[src/rtl/regfile_sb.sv]
// Decode-stage register file: synchronous 1-cycle read with writeback bypass,
// operand source muxes and a per-register pending-write scoreboard that stalls stale reads.
module regfile_sb #(
  parameter int DATA_W   = 32,
  parameter int ADDR_W   = 5,
  parameter bit ZERO_REG = 1'b1
) (
  input  logic              clk,
  input  logic              rst_n,
  input  logic              wb_en,
  input  logic [ADDR_W-1:0] wb_addr,
  input  logic [DATA_W-1:0] wb_data,
  input  logic              iss_en,
  input  logic              iss_wr,
  input  logic [ADDR_W-1:0] iss_dst,
  input  logic              rd_en,
  input  logic [ADDR_W-1:0] aa,
  input  logic [ADDR_W-1:0] ba,
  input  logic [1:0]        sel_a,
  input  logic [1:0]        sel_b,
  input  logic [DATA_W-1:0] pc_1,
  input  logic [DATA_W-1:0] const_b,
  input  logic [DATA_W-1:0] fwd,
  output logic [DATA_W-1:0] bus_a,
  output logic [DATA_W-1:0] bus_b,
  output logic              stall
);
  localparam int DEPTH = 1 << ADDR_W;

  logic [DEPTH-1:0][DATA_W-1:0] regs;
  logic [DEPTH-1:0]             pending;
  logic                         wb_ok, iss_set;
  logic                         haz_a, haz_b;
  logic [DATA_W-1:0]            rv_a, rv_b, opnd_a, opnd_b;

  function automatic logic is_zero(input logic [ADDR_W-1:0] x);
    return ZERO_REG && (x == '0);
  endfunction

  // Register 0 under ZERO_REG never stores, never sets or clears pending.
  assign wb_ok   = wb_en && !is_zero(wb_addr);
  assign iss_set = iss_en && iss_wr && !stall && !is_zero(iss_dst);

  always_comb begin
    rv_a = regs[aa];
    if (is_zero(aa))                  rv_a = '0;
    else if (wb_en && wb_addr == aa)  rv_a = wb_data;
    rv_b = regs[ba];
    if (is_zero(ba))                  rv_b = '0;
    else if (wb_en && wb_addr == ba)  rv_b = wb_data;
  end

  always_comb begin
    unique case (sel_a)
      2'b00:   opnd_a = rv_a;
      2'b01:   opnd_a = pc_1;
      2'b10:   opnd_a = fwd;
      default: opnd_a = '0;
    endcase
    unique case (sel_b)
      2'b00:   opnd_b = rv_b;
      2'b01:   opnd_b = const_b;
      2'b10:   opnd_b = fwd;
      default: opnd_b = '0;
    endcase
  end

  // A same-cycle writeback to the source resolves the hazard through the bypass.
  assign haz_a = (sel_a == 2'b00) && pending[aa] && !(wb_en && wb_addr == aa);
  assign haz_b = (sel_b == 2'b00) && pending[ba] && !(wb_en && wb_addr == ba);
  assign stall = rd_en && (haz_a || haz_b);

  always_ff @(posedge clk) begin
    if (!rst_n) begin
      regs    <= '0;
      pending <= '0;
      bus_a   <= '0;
      bus_b   <= '0;
    end else begin
      if (wb_ok) begin
        regs[wb_addr]    <= wb_data;
        pending[wb_addr] <= 1'b0;
      end
      // Issued after the clear so a same-edge set/clear collision leaves the bit set.
      if (iss_set) pending[iss_dst] <= 1'b1;
      if (rd_en && !stall) begin
        bus_a <= opnd_a;
        bus_b <= opnd_b;
      end
    end
  end
endmodule
[config.mk]
export PLATFORM = sky130hd
export DESIGN_NAME = regfile_sb
export DESIGN_NICKNAME = d
export VERILOG_FILES = /design/src/rtl/regfile_sb.sv
export SDC_FILE = /design/constraint.sdc
export NUM_CORES = 2
export LEC_CHECK = 0
export CAP_MARGIN = 20
export CORE_MARGIN = 5
export CORE_UTILIZATION = 45
export DETAILED_ROUTE_END_ITERATION = 10
export SYNTH_ARGS = -nofsm -noshare
export SYNTH_HDL_FRONTEND = slang
export SYNTH_SLANG_ARGS = --single-unit
export TNS_END_PERCENT = 1
[constraint.sdc]
create_clock -name clk -period 3.05 [get_ports clk]
set_clock_uncertainty 0.05 [all_clocks]
set_input_delay 0.305 -clock clk [delete_from_list [all_inputs] [get_ports clk]]
set_output_delay 0.305 -clock clk [all_outputs]
set_load 0.01 [all_outputs]
==> flow_summary.ini <==
[placement]
hpwl_um = 161000
port_buffers = 222
placed_area_sq_um = 65300
place_congestion = 0.916

[worst_hold_path]
min_from = pc_1[4]
whs_path_depth = 4
hold_class = primary input to flop
min_to = bus_a[4]

[setup_path]
reg2regPathDepth = 7
r2r-start = pending[14]
cp-start-kind = flop
crit_path_max_incr_delay_ps = 470
critPathCaptureType = primary output
rrSetupSlack_ps = 550
cp_cell_sequence = mux4_2 -> mux2_2 -> a221o_1 -> nand4b_4 -> a21boi_2 -> clkbuf_2
cp_max_fo = 3
worstSetupPathType = flop to primary output
required_ps = 2690
r2r-end = bus_a[8]
arrival_ps = 2510
cpMaxStageDelayCell = mux4_2

[synthesis]
netlist_instances = 6621
seq_area_frac_synth_pct = 37.4
avgSynthCellArea_sq_um = 9.05
async_flop_share_pct = 0
ys.flop_type = dfxtp_1
synth-edff-count = 0
ys_types = 65
synth_fp_nets = 6779
ys_ff_latch = 1120
synth_top_area_share_pct = 37.4
synth_area_leaders = dfxtp_1, nand2_1, mux4_2
netlist_area_sq_um = 59900
yosysTopAreaCell = dfxtp_1
ys_warn_count = 0

[routing]
drc = 15
drt_iter0_markers = 7556
first_pass_iters = 11
wirelength_um = 260000
wl_per_cell_um = 30.9
ant_nets = 0
vias = 54500
post_drt_via_cell_ratio = 6.46

[clock_tree]
cts_buffer_depth = 3
cts_buffers = 133
clockRootBuffer = clkbuf_16
clock_latency_ps = 770
htreeDepth = 4
clock_sinks = 1120
cts_tree = yes
path_clk_slew_ps = 60

[grt]
grt_max_degree = 210
grt_antenna_before_repair = 6
grt-ovfl-total = 0
grt_pass1_wl_um = 372000
grt_pass1_vias = 52400
grt_usage_pct = 35.8

[job]
maxCapViolCount = 0

[die]
die_h_um = 375
rows = 133
coreArea_sq_um = 132000
initial_core_util_pct = 45.4
dieArea_sq_um = 140000
die_w_um = 375
io_pins = 223

[status]
violations = DRC
status = finished, violations left

[sta]
period_share_pct = 93.8
slew_viol_final = 0
rsz0062_at_grt = no
tightest_slew_ps = 1160
whs_ps = 328
hold_viol_final = 0
fmax_mhz = 349
tns_ps = 0
relSlewSlack_pct = 23.0
setup_violations = 0
period_minus_slack_ps = 2860

[pwr]
comb_power_share_pct = 10.9
swShare_pct = 25.9
seqPwrFrac_pct = 42.8
p_leak_nw = 23.4
internal_power_mw = 25.7
p_switching_mw = 8.99
p_per_area_nw_per_um2 = 499
clock_power_share_pct = 46.3
irDropWorstVdd_mv = 0.498

[finish]
nFillCells = 12000
finalInstanceArea_sq_um = 69700
synthToLayoutAreaGrowth_pct = 16.3
drive_gt1_share_pct = 16.3
final_nets = 6756
-- power by group through the flow --
| stage | Sequential, mW | Clock (mW) | Combinational [mW] |
|---|---|---|---|
| 2_1_floorplan | 15.2 | 0 | 2.02 |
| 6_report | 14.9 | 16.1 | 3.77 |
| 3_5_place_dp | 15.2 | 0 | 3.65 |
| 4_1_cts | 14.9 | 16.2 | 3.66 |
| 3_3_place_gp | 15.2 | 0 | 3.64 |
| 5_1_grt | 14.9 | 16.8 | 3.85 |
-- timing repair --
item                                   CTS  global route
setup buffers                            0             0
resized for setup                        4             1
setup endpoints to repair                1             1
hold buffers                             1             0
endpoints found under the hold margin   38             0
-- sequential cells by signal (all words and copies together) (netlist names) --
| name | count |
|---|---|
| bus_a | 32 |
| bus_b | 32 |
| pending | 32 |
| regs | 1024 |
-- cells in the final DEF, fill, tap and decap left out, types with 7 or more instances in the layout --
cell type / count
clkbuf_8: 36
nand2_1: 2107
nor2_1: 34
a22oi_1: 58
mux2i_1: 387
a221o_1: 17
buf_4: 232
o22a_1: 18
clkdlybuf4s50_1: 210
a21boi_0: 992
a221oi_1: 38
nor2b_4: 8
a211o_1: 46
a21oi_1: 59
buf_12: 103
a21o_1: 65
a22o_1: 14
clkbuf_1: 22
dfxtp_1: 1120
nand3_1: 43
clkbuf_16: 137
o221ai_1: 110
clkinv_2: 16
and2_1: 38
a222oi_1: 64
o21ai_0: 27
o221a_2: 12
nand2b_1: 7
nand2_2: 33
nor2_4: 28
mux4_2: 344
mux2_2: 92
o211ai_1: 63
-- worst max-delay path by stage --
stage / from / to / slack [ps] / cells after the start
4_1_cts: pending[19] / stall / 40 / 6
2_1_floorplan: ba[0] / bus_b[12] / 630 / 10
5_1_grt: pending[18] / stall / 100 / 6
3_5_place_dp: wb_addr[3] / bus_a[17] / 30 / 9
6_report: pending[14] / stall / 190 / 6
3_3_place_gp: wb_addr[3] / bus_a[17] / 60 / 9
-- critical path: cells and delay by family (launching register included) --
family                 cells  cell delay (ps)
multiplexers               2              760
AO/OA/AOI/OAI              2              410
flip-flops                 1              320
buffers and inverters      1              130
AND/OR/NAND/NOR            1              120
-- layout make-up --
| class | instances | area (sq um) | share of cell area [%] |
|---|---|---|---|
| clock buffers | 195 | 4010 | 5.75 |
| multi-input cells | 4785 | 34700 | 49.8 |
| diodes | 1 | 2.50 | 0.00359 |
| clock inverters | 28 | 312 | 0.447 |
| inverters | 3 | 11.3 | 0.0162 |
| repair buffers | 555 | 6010 | 8.63 |
| flip-flops and latches | 1120 | 22400 | 32.2 |
| well taps | 1755 | 2200 | 3.15 |
-- routing by layer --
metal	GRT usage (%)	up-vias	wire (um)
met5	0	-	13
met4	18.9	2	16000
met3	9.67	794	31200
met2	53.4	3686	112000
met1	47.5	26700	102000
li1	-	23300	-
-- synth_stat cells (all sizes together) (2+ instances only) --
library cell and number:
dfxtp 1120, and2 42, nand4 3, nand3b 2, a21oi 60, nand2 2140, or3b 4, mux2 92
nand2b 7, nor3b 3, mux4 345, xor2 4, o2111ai 5, buf 141, or2 3, nand4b 2
nor2 62, o21ai 33, o22ai 6, o22a 18, a222oi 64, a21o 65, a211o 46, o211ai 63
inv 3, a221oi 39, o221a 12, a22oi 58, mux2i 387, nand3 43, and3 3, nor3 6
nor2b 13, xnor2 6, a22o 14, a221o 17, clkbuf 572, or3 4, o221ai 110, a21boi 993
-- per-stage QoR --
| stage | util, % | instances | power (mW) | setup slack [ps] |
|---|---|---|---|---|
| after global placement | 49.6 | 8217 | 18.8 | 59.6 |
| final | 52.9 | 8442 | 34.7 | 189 |
| after floorplan | - | 6621 | 17.2 | 628 |
| after global routing | 52.9 | 8442 | 35.5 | 101 |
| after detailed placement | 49.6 | 8217 | 18.8 | 30.0 |
| after CTS | 52.9 | 8441 | 34.8 | 43.3 |
-- cells by family (layout without fill, tap and decap cells) --
kind of cell    count (synthesis)  after routing  share of synthesized area, %
simple gates                 2342           2342                          15.3
compound gates               1609           1609                          20.7
flops                        1120           1120                          37.4
mux                           824            824                          21.2
buf+inv                       716            781                          5.29
xor+xnor                       10             10                         0.146
other cells                     0              1                             0
Power figures use the tool's default switching activity.
